`config.mk`:
```
export PLATFORM = sky130hd
export DESIGN_NAME = agu_encode
export DESIGN_NICKNAME = d
export VERILOG_FILES = /design/src/rtl/agu_encode.sv
export SDC_FILE = /design/constraint.sdc
export NUM_CORES = 1
export LEC_CHECK = 0
export ABC_AREA = 1
export CAP_MARGIN = 0
export CORE_ASPECT_RATIO = 1.75
export CORE_MARGIN = 1
export CORE_UTILIZATION = 55
export CTS_CLUSTER_SIZE = 28
export DETAILED_ROUTE_END_ITERATION = 7
export PLACE_DENSITY = 0.82
export SLEW_MARGIN = 0
export SYNTH_ARGS = -nofsm -noshare
export SYNTH_HDL_FRONTEND = slang
export SYNTH_SLANG_ARGS = --single-unit
```
`constraint.sdc`:
```
create_clock -name clk -period 6.3 [get_ports clk]
set_input_delay 0.63 -clock clk [delete_from_list [all_inputs] [get_ports clk]]
set_output_delay 0.63 -clock clk [all_outputs]
set_load 0.01 [all_outputs]
```
`src/rtl/agu_encode.sv`:
```
// Address-stream compressor: folds an arithmetic-progression address stream back
// into the (ini, fin, param, len) descriptor that would regenerate it.
module agu_encode #(
  parameter int W  = 32,
  parameter int LW = 16
) (
  input  logic          clk,
  input  logic          rst,
  input  logic [W-1:0]  addr_in,
  input  logic          addr_valid,
  input  logic          addr_last,
  output logic          addr_ready,
  output logic [W-1:0]  desc_ini,
  output logic [W-1:0]  desc_fin,
  output logic [W-1:0]  desc_param,
  output logic [LW-1:0] desc_len,
  output logic          desc_err,
  output logic          desc_valid,
  input  logic          desc_ready
);

  typedef enum logic [1:0] {
    FIRST  = 2'd0,
    SECOND = 2'd1,
    RUN    = 2'd2,
    OUT    = 2'd3
  } state_t;

  state_t        state_q, state_d;
  logic [W-1:0]  ini_q, ini_d;
  logic [W-1:0]  fin_q, fin_d;
  logic [W-1:0]  param_q, param_d;
  logic [W-1:0]  prev_q, prev_d;
  logic [LW-1:0] len_q, len_d;
  logic          err_q, err_d;
  logic          valid_q, valid_d;

  logic          beat_acc;
  logic [LW-1:0] len_inc;

  // Ready depends on state alone so upstream never sees a combinational path.
  assign addr_ready = (state_q != OUT);
  assign beat_acc   = addr_valid && addr_ready;
  assign len_inc    = (len_q == {LW{1'b1}}) ? len_q : len_q + 1'b1;

  always_comb begin
    state_d = state_q;
    ini_d   = ini_q;
    fin_d   = fin_q;
    param_d = param_q;
    prev_d  = prev_q;
    len_d   = len_q;
    err_d   = err_q;
    valid_d = valid_q;

    case (state_q)
      FIRST: begin
        if (beat_acc) begin
          ini_d   = addr_in;
          fin_d   = addr_in;
          prev_d  = addr_in;
          param_d = '0;
          len_d   = {{(LW-1){1'b0}}, 1'b1};
          err_d   = 1'b0;
          if (addr_last) begin
            state_d = OUT;
            valid_d = 1'b1;
          end else begin
            state_d = SECOND;
          end
        end
      end
      SECOND: begin
        if (beat_acc) begin
          param_d = addr_in - prev_q;
          prev_d  = addr_in;
          fin_d   = addr_in;
          len_d   = len_inc;
          if (addr_last) begin
            state_d = OUT;
            valid_d = 1'b1;
          end else begin
            state_d = RUN;
          end
        end
      end
      RUN: begin
        if (beat_acc) begin
          // Stride stays at the first-pair value; any deviation only flags err.
          if (addr_in != prev_q + param_q) err_d = 1'b1;
          prev_d = addr_in;
          fin_d  = addr_in;
          len_d  = len_inc;
          if (addr_last) begin
            state_d = OUT;
            valid_d = 1'b1;
          end
        end
      end
      OUT: begin
        if (desc_ready) begin
          state_d = FIRST;
          valid_d = 1'b0;
        end
      end
      default: state_d = FIRST;
    endcase
  end

  always_ff @(posedge clk) begin
    if (rst) begin
      state_q <= FIRST;
      ini_q   <= '0;
      fin_q   <= '0;
      param_q <= '0;
      prev_q  <= '0;
      len_q   <= '0;
      err_q   <= 1'b0;
      valid_q <= 1'b0;
    end else begin
      state_q <= state_d;
      ini_q   <= ini_d;
      fin_q   <= fin_d;
      param_q <= param_d;
      prev_q  <= prev_d;
      len_q   <= len_d;
      err_q   <= err_d;
      valid_q <= valid_d;
    end
  end

  assign desc_ini   = ini_q;
  assign desc_fin   = fin_q;
  assign desc_param = param_q;
  assign desc_len   = len_q;
  assign desc_err   = err_q;
  assign desc_valid = valid_q;

endmodule

```
==> results_dict.tcl <==
set metrics [dict create \
    status "completed" \
    multiplexer_share_of_the_synthesized_area 0 \
    viasPerCell 5.509 \
    post_synthesis_instance_area_mm2 0.008975 \
    firstDrtPassIters 6 \
    port_buffers 151 \
    std_cell_rows 61 \
    num_antenna_cells 0 \
    r2r_cells 9 \
    grt_max_degree 67 \
    share_of_synthesized_cell_area_in_full_adder_half_adder_and_majority_cells 0.09926 \
    initial_util 0.5626 \
    numClockSinks 116 \
    endpoint_kind "flop" \
    synth_edf_count 0 \
    drive_above_1_share 0.05670 \
    synthArstFlopShare 0 \
    grt_first_pass_wirelength_um 47790 \
    yosys_cell_types 45 \
    die_ar_mm2 0.01685 \
    power_frac_comb 0.428 \
    clock_latency_on_the_worst_skew_pair_ps 420 \
    yosysWarningCount 0 \
    worstSetupEndpoint "desc_param[29]$_SDFFE_PP0P_" \
    post_cts.repair.setup_buffers 0 \
    root_buffer "sky130_fd_sc_hd__clkbuf_16" \
    finClkSkew_ps 8.596 \
    groute.usage.overall 0.3651 \
    cts_max_level 4 \
    hpwlAfterDp_um 24160 \
    critPathLaunch "addr_valid" \
    yosys.area.top_type "sky130_fd_sc_hd__dfxtp_1" \
    cts_tree "done" \
    yosysMostFrequentCell "sky130_fd_sc_hd__nand2_1" \
    clkSlewWorstSetupHoldPaths_ps 60 \
    finalCriticalPeriod_ps 3810 \
    share_clk_of_total_power 0.282 \
    share_of_the_synthesized_netlist_area_taken_by_xor_and_xnor_gates 0.04001 \
    hold_buffers 0 \
    p_leak_nw 5.320 \
    relSlewSlack 0.3573 \
    timing.final.setup_violations 0 \
    sum_of_overflow_across_all_layers_after_global_routing 0 \
    timing.rr.end "desc_param[29]$_SDFFE_PP0P_" \
    finalHoldViolCount 0 \
    achievable-frequency_mhz 262.5 \
    final_gp_congestion 0.9882 \
    design.core.area_mm2 0.01595 \
    area.growth.synth_to_final_pct 24.80 \
    rsz0062_at_grt "no" \
    instance_count_of_the_mapped_netlist 1448 \
    power.net_switching_mw 1.343 \
    synth_simple_gate_area_share 0.3153 \
    cts_inserted_buffers 17 \
    synth.top_cell.area_share 0.2587 \
    remaining_drcs 0 \
    dr.first_iter.drc_count 730 \
    worst_hold_path_type "reg2reg" \
    synth_top_family_by_area "simple AND/OR/NAND/NOR gates" \
    r2r-start "state_q[1]$_SDFFE_PP0P_" \
    synthesis.nets 1555 \
    final-max-slew-violation-count 0 \
    pwr-share-seq 0.290 \
    cp.arrival_ps 4150 \
    maxCapViolations 0 \
    ir_worst_vdd_mv 0.3231 \
    post-place-cells 1762 \
    routed_wirelength_um 30210 \
    synth-main-ff-cell "sky130_fd_sc_hd__dfxtp_1" \
    routedWlPerCell_um 16.84 \
    share_of_synthesized_area_occupied_by_flip_flops_and_latches 0.2587 \
    floorplan.die.height_um 171.0 \
    final-instance-count-excl-fill 1794 \
    synth_common_cells "sky130_fd_sc_hd__nand2_1 (375), sky130_fd_sc_hd__inv_1 (227), sky130_fd_sc_hd__a21oi_1 (150)" \
    via_count_of_the_first_global_routing_pass 9511 \
    synthTopCellsByArea "sky130_fd_sc_hd__dfxtp_1 (26%), sky130_fd_sc_hd__nand2_1 (16%), sky130_fd_sc_hd__inv_1 (9.5%)" \
    fp.dieW_um 98.57 \
    postCtsResizedCells 0 \
    post_synth.cell_area_avg_um2 6.198 \
    io_pins 152 \
    fin_nets 1699 \
    switching_share 0.4046 \
    worst-slew-pin-transition_ps 962.6 \
    timing.critical_path.required_ps 6640 \
    path_max_fanout 64 \
    layout_worst_path_cycle_share 0.6047 \
    timing.setup.tns_ps 0 \
    worstSetupStartpointType "input port" \
    routed-via-count 9883 \
    r2r_setup_slack_ps 2520 \
    antenna_found_initial 0 \
    p_int_mw 1.976 \
    ys_ff_latch 116 \
    synth-compound-area-share 0.1759 \
    power_density_mw_per_mm2 296.3 \
    drt.antenna.violating_nets 0 \
    ctsLongestPathBuffers 2 \
    path_class "in2reg" \
]
cell usage in the layout, fill, tap and decap left out, types with 2 or more instances in the layout:
cell type                         instances
sky130_fd_sc_hd__a211oi_1                 3
sky130_fd_sc_hd__ha_1                    68
sky130_fd_sc_hd__a21o_1                   6
sky130_fd_sc_hd__o21ai_1                  2
sky130_fd_sc_hd__and2_1                   3
sky130_fd_sc_hd__inv_1                  227
sky130_fd_sc_hd__nor3_2                   2
sky130_fd_sc_hd__clkdlybuf4s50_1        151
sky130_fd_sc_hd__o221ai_1                 3
sky130_fd_sc_hd__o21ai_0                104
sky130_fd_sc_hd__nor2_2                  12
sky130_fd_sc_hd__clkinv_4                 3
sky130_fd_sc_hd__nand2_1                375
sky130_fd_sc_hd__fa_1                     2
sky130_fd_sc_hd__a31oi_1                  9
sky130_fd_sc_hd__nor4_1                   2
sky130_fd_sc_hd__or2_2                    6
sky130_fd_sc_hd__inv_6                    4
sky130_fd_sc_hd__o21ai_2                  5
sky130_fd_sc_hd__nand3b_1                12
sky130_fd_sc_hd__buf_4                    3
sky130_fd_sc_hd__nor3_1                  13
sky130_fd_sc_hd__o21bai_1                 5
sky130_fd_sc_hd__a21oi_1                150
sky130_fd_sc_hd__nand3_2                  5
sky130_fd_sc_hd__clkinvlp_4               3
sky130_fd_sc_hd__nor2_1                 149
sky130_fd_sc_hd__clkinv_2                 2
sky130_fd_sc_hd__nand4_1                 19
sky130_fd_sc_hd__clkbuf_16               17
sky130_fd_sc_hd__nand3_1                 47
sky130_fd_sc_hd__dfxtp_1                116
sky130_fd_sc_hd__xor2_1                  25
sky130_fd_sc_hd__xnor2_1                 16
sky130_fd_sc_hd__inv_2                    8
sky130_fd_sc_hd__nand2_2                 12
routing by layer:
metal	track usage	vias to the layer above	wire [um]
met5	0	-	0
met4	0.1895	0	1453
met3	0.05392	82	1439
met2	0.6999	323	16070
met1	0.3798	4548	11250
li1	-	4930	-
kinds of logic (layout without fill, tap and decap cells):
group | after synthesis | count (layout)
simple gates | 663 | 663
compound gates | 294 | 294
buf+inv | 264 | 421
flops | 116 | 116
fa+ha+maj | 70 | 70
xor+xnor | 41 | 41
worst min-delay path by stage:
| stage | from | endpoint | slack (ps) | depth (start not counted) |
|---|---|---|---|---|
| detailed placement | desc_valid$_SDFFE_PP0P_ | desc_valid$_SDFFE_PP0P_ | 460 | 2 |
| CTS | desc_valid$_SDFFE_PP0P_ | desc_valid$_SDFFE_PP0P_ | 480 | 2 |
| global placement | desc_valid$_SDFFE_PP0P_ | desc_valid$_SDFFE_PP0P_ | 460 | 2 |
| finish | desc_valid$_SDFFE_PP0P_ | desc_valid$_SDFFE_PP0P_ | 480 | 2 |
| floorplan | desc_err$_SDFFE_PP0P_ | desc_err$_SDFFE_PP0P_ | 480 | 2 |
| global route | desc_param[31]$_SDFFE_PP0P_ | desc_param[31]$_SDFFE_PP0P_ | 510 | 2 |
layout make-up:
class / count / area [um2]
inverter: 235 / 882.1
clock inverter: 13 / 123.9
fill: 1427 / 4751
multi-input combinational: 1068 / 5659
tap: 189 / 236.5
clock buffer: 19 / 442.9
timing repair buffer: 154 / 1534
sequential: 116 / 2322
worst max-delay path, cell delays in order:
cell and delay (ps):
sky130_fd_sc_hd__clkdlybuf4s50_1 400, sky130_fd_sc_hd__inv_1 80, sky130_fd_sc_hd__nor2_2 80, sky130_fd_sc_hd__inv_2 710
sky130_fd_sc_hd__nor2_1 430, sky130_fd_sc_hd__inv_1 740, sky130_fd_sc_hd__nand2_1 210, sky130_fd_sc_hd__inv_2 500
sky130_fd_sc_hd__nand2_1 160, sky130_fd_sc_hd__a21oi_1 200
power by group through the flow:
stage	registers (mW)	logic (mW)	clock network (mW)
2_1_floorplan	1.00	0.821	0
6_report	0.962	1.42	0.937
4_1_cts	0.960	1.41	0.940
3_3_place_gp	0.970	1.37	0
3_5_place_dp	0.972	1.39	0
5_1_grt	0.975	1.57	0.973
flip-flops by register name, indices dropped and copies added (netlist names):
signal      flops
state_q         2
desc_ini       32
desc_valid      1
desc_len       16
desc_err        1
desc_param     32
prev_q         32
per-stage QoR:
stage	utilization	power, mW	area [um2]	hold slack (ps)	setup WS (ps)
2_1_floorplan	-	1.824	8975	484.5	3900
3_3_place_gp	0.6666	2.340	10630	457.3	2345
3_5_place_dp	0.6666	2.367	10630	463.5	2175
4_1_cts	0.7022	3.306	11200	478.2	2541
5_1_grt	0.7022	3.514	11200	511.7	2201
6_report	0.7022	3.319	11200	477.6	2490
Note: power is estimated with default switching activity, not from simulation.
==> patch 1, RTL diff (same settings) <==
`LW`: 16 -> 18.
--- a/src/rtl/agu_encode.sv
+++ b/src/rtl/agu_encode.sv
@@ -2,7 +2,7 @@
 // into the (ini, fin, param, len) descriptor that would regenerate it.
 module agu_encode #(
   parameter int W  = 32,
-  parameter int LW = 16
+  parameter int LW = 18
 ) (
   input  logic          clk,
   input  logic          rst,
Interface: changed (resized desc_len); port bits go from 152 to 154. The function was not compared with the original's and may differ.
==> patch 1 against the unedited design <==
Non-clock buffer count grew 3; sequential cell count grew 2; die area is essentially flat; synthesized area is essentially flat; power grew 1.8%; design area grew 0.40%; setup slack gained 0.21 ns; routed wire length shrank 1.2%.
==> patch 1: results (changes against the unedited design) <==
- Vias: 9917 (+0.34%)
- Initial DRC Count: 577 (-21%)
- Post-synthesis compound-gate area fraction: 17.2% (-0.41 points)
- HPWL Detailed: 23700 µm (-2.0%)
- Post-Synth XOR/XNOR Area: 4.29% (+0.29 points)
- Layout fillers: 1436 (+0.63%)
- Final nets: 1720 (+1.2%)
- Adder-cell area share of the yosys netlist: 9.92% (about the same)
- Final worst clock skew: 0.00825 ns (-0.000349 ns)
- Reg2Reg Depth: 10 (+1)
- P_sw: 0.00135 W (+0.59%)
- Pleak: 5.39 nW (+1.3%)
- Pin count of the biggest net entering global routing: 64 (-4.5%)
- Peak VDD IR: 0.233 mV (-28%)
- Outcome: finished clean
- R2R Setup Slk: 2.70 ns (+0.18 ns)
- Vias in the first global route: 9574 (+0.66%)
- Placed insts: 1783 (+1.2%)
- CP Data Arrival Time: 3.95 ns (-0.20 ns)
- Max incr delay on CP: 0.80 ns (+0.06 ns)
- Tot GR Track Use: 36.1% (-0.39 points)
- Final period util: 57.1% (-3.4 points)
- Sequential fraction of the synthesis area: 26.3% (+0.44 points)
- Share of cells above drive strength 1: 3.14% (-2.5 points)
- Hold wc startpoint: desc_err
- DP Area: 10700 µm² (+0.19%)
- Reg-to-reg endpoint: desc_param[12]
- Flop+latch power: 0.000976 W (+1%)
-- patch 1: changes by cell type after synthesis, sizes merged, moves of 4 or more --
cell   change
xor2       -4
nand4      -4
xnor2      +7
inv        -5
nand3     +15
nand2     +15
nor3       -5
a21oi      +5
-- patch 1: area by class of cell --
cell class / count / area share (%)
Multi-Input combinational cell: 1089 / 50.0
Sequential cell: 118 / 21.0
Timing Repair Buffer: 157 / 13.9
Inverter: 230 / 7.72
Clock buffer: 18 / 3.91
Tap cell: 189 / 2.10
Clock inverter: 14 / 1.36
-- patch 1: worst min-delay path by stage --
stage / end
2_1_floorplan: desc_err
3_3_place_gp: desc_valid
3_5_place_dp: desc_valid
4_1_cts: desc_err
5_1_grt: desc_err
6_report: desc_err
-- patch 1: per-layer routing --
layer  GRT usage, %  wire length [µm]  part of all wire (%)  vias to the layer above
met4           23.2              1820                   6.1                        0
met1           36.6             11000                    37                     4488
met3           5.88              1360                   4.6                      109
met5              0                 0                     0                        -
met2           68.0             15700                    52                      334
li1               -                 -                     -                     4986
==> patch 2, RTL diff (same flow settings) <==
Made on the original files. Make the reset (`rst`) asynchronous in one clocked block.
--- a/src/rtl/agu_encode.sv
+++ b/src/rtl/agu_encode.sv
@@ -107,7 +107,7 @@
     endcase
   end
 
-  always_ff @(posedge clk) begin
+  always_ff @(posedge clk or posedge rst) begin
     if (rst) begin
       state_q <= FIRST;
       ini_q   <= '0;
Check against the original RTL: differs if rst is asserted again (counterexample within 4 cycles, from zero or initial values and one cycle with rst high); with rst held inactive, the same outputs for 4 cycles.
==> patch 2 against the unedited design <==
Synthesized area up 3.3%; setup slack better by 0.56 ns; critical path depth up 9; design area up 4.1%; critical path type is now reg2reg; largest cell class unchanged; sequential cell count unchanged; worst hold slack better by 0.0058 ns; first-iteration DRC count up 1.6%; routed wire length up 7.3%; synthesized cell count down 2.1%; die area up 3.3%; via count up 1.6%; non-clock buffer count up 1.
Power is not compared: it rests on default switching activity, and its combinational part moved more than twofold at a synthesized area within 25%.
==> patch 2: results (changes against the unedited design) <==
- Outcome: finished clean
- R2R Setup Slk: 3.05 ns (+0.53 ns)
- Multi-input gate area: 5410 µm² (-4.4%)
- Final period demand of the worst path: 3.25 ns (-0.556 ns)
- Final Non-Filler Cells: 1809 (+0.84%)
- Pre-CTS setup slack: 2.77 ns (+0.600 ns)
- Post-Syn Nets: 1523 (-2.1%)
- Crit. Startpoint: prev_q[0]
- First-pass GRT wire length: 51000 µm (+6.7%)
- Slew @ Worst Pin: 1.09 ns (+0.128 ns)
- HPWL Detailed: 25500 µm (+5.6%)
- Mapped Cells: 1417 (-2.1%)
- Final non-clock buffer share: 13.2% (-0.47 points)
- Sequential fraction of the synthesis area: 31.3% (+5.4 points)
- Worst Hold End: desc_ini[15]
- Reg2Reg Depth: 19 (+10)
- Asr flop ratio synth: 100% (+100 points)
- Initial DRC Count: 742 (+1.6%)
- Routability cong.: 0.996 (+0.76%)
- DP Area: 11000 µm² (+3.7%)
- Buffers outside the clock class: 155 (+0.65%)
- CP max FO: 4 (-94%)
- Area grow syn2layout: 25.7%
- Multi-input gates: 1045 (-2.2%)
- Final nets: 1678 (-1.2%)
- Layout fillers: 1468 (+2.9%)
- Vias: 10000 (+1.6%)
- Post-Synth XOR/XNOR Area: 2.27% (-1.7 points)
- Vias in the first global route: 9904 (+4.1%)
- # clk buffers: 20 (+1)
- Tot GR Track Use: 38.5% (+1.9 points)
- Adder-cell area share of the yosys netlist: 9.47% (-0.45 points)
- Unique masters post-synth: 44 (-2.2%)
- Reg-to-reg endpoint: desc_err
- Sequential cells: 116 (unchanged)
- Initial DRT Pass Iterations: 5 (-1)
patch 2: changes by cell type in the layout (fill, tap and decap cells not counted), sizes merged, moves of 5 or more:
cell / delta
nand2: +81
nor2: -51
a21oi: -68
nand3b: -9
dfrtp: +116
o21ai: +17
or2: -5
nand4: -6
dfxtp: -116
nand3: +23
xor2: -20
patch 2: critical path, stage by stage (launching register included):
cell	delay (ns)
dfrtp_1	0.42
ha_1	0.21
fa_1	0.22
nand2_1	0.13
a21oi_2	0.37
nand2_1	0.12
nand2_1	0.19
nand2_1	0.10
nand2_1	0.24
nand2_1	0.11
nand3b_1	0.12
nand2_1	0.06
nand2_1	0.07
nand2_1	0.05
nor2_1	0.08
nand2_1	0.07
nor2_1	0.26
nand2_1	0.16
nand2_1	0.08
a21oi_1	0.06
patch 2: per-layer routing:
layer	track usage, %	wire, µm	up-vias
li1	-	-	4850
met1	39.3	11200	4608
met2	68.8	16600	445
met3	6.01	1890	141
met4	28.8	2650	0
met5	0	0	-
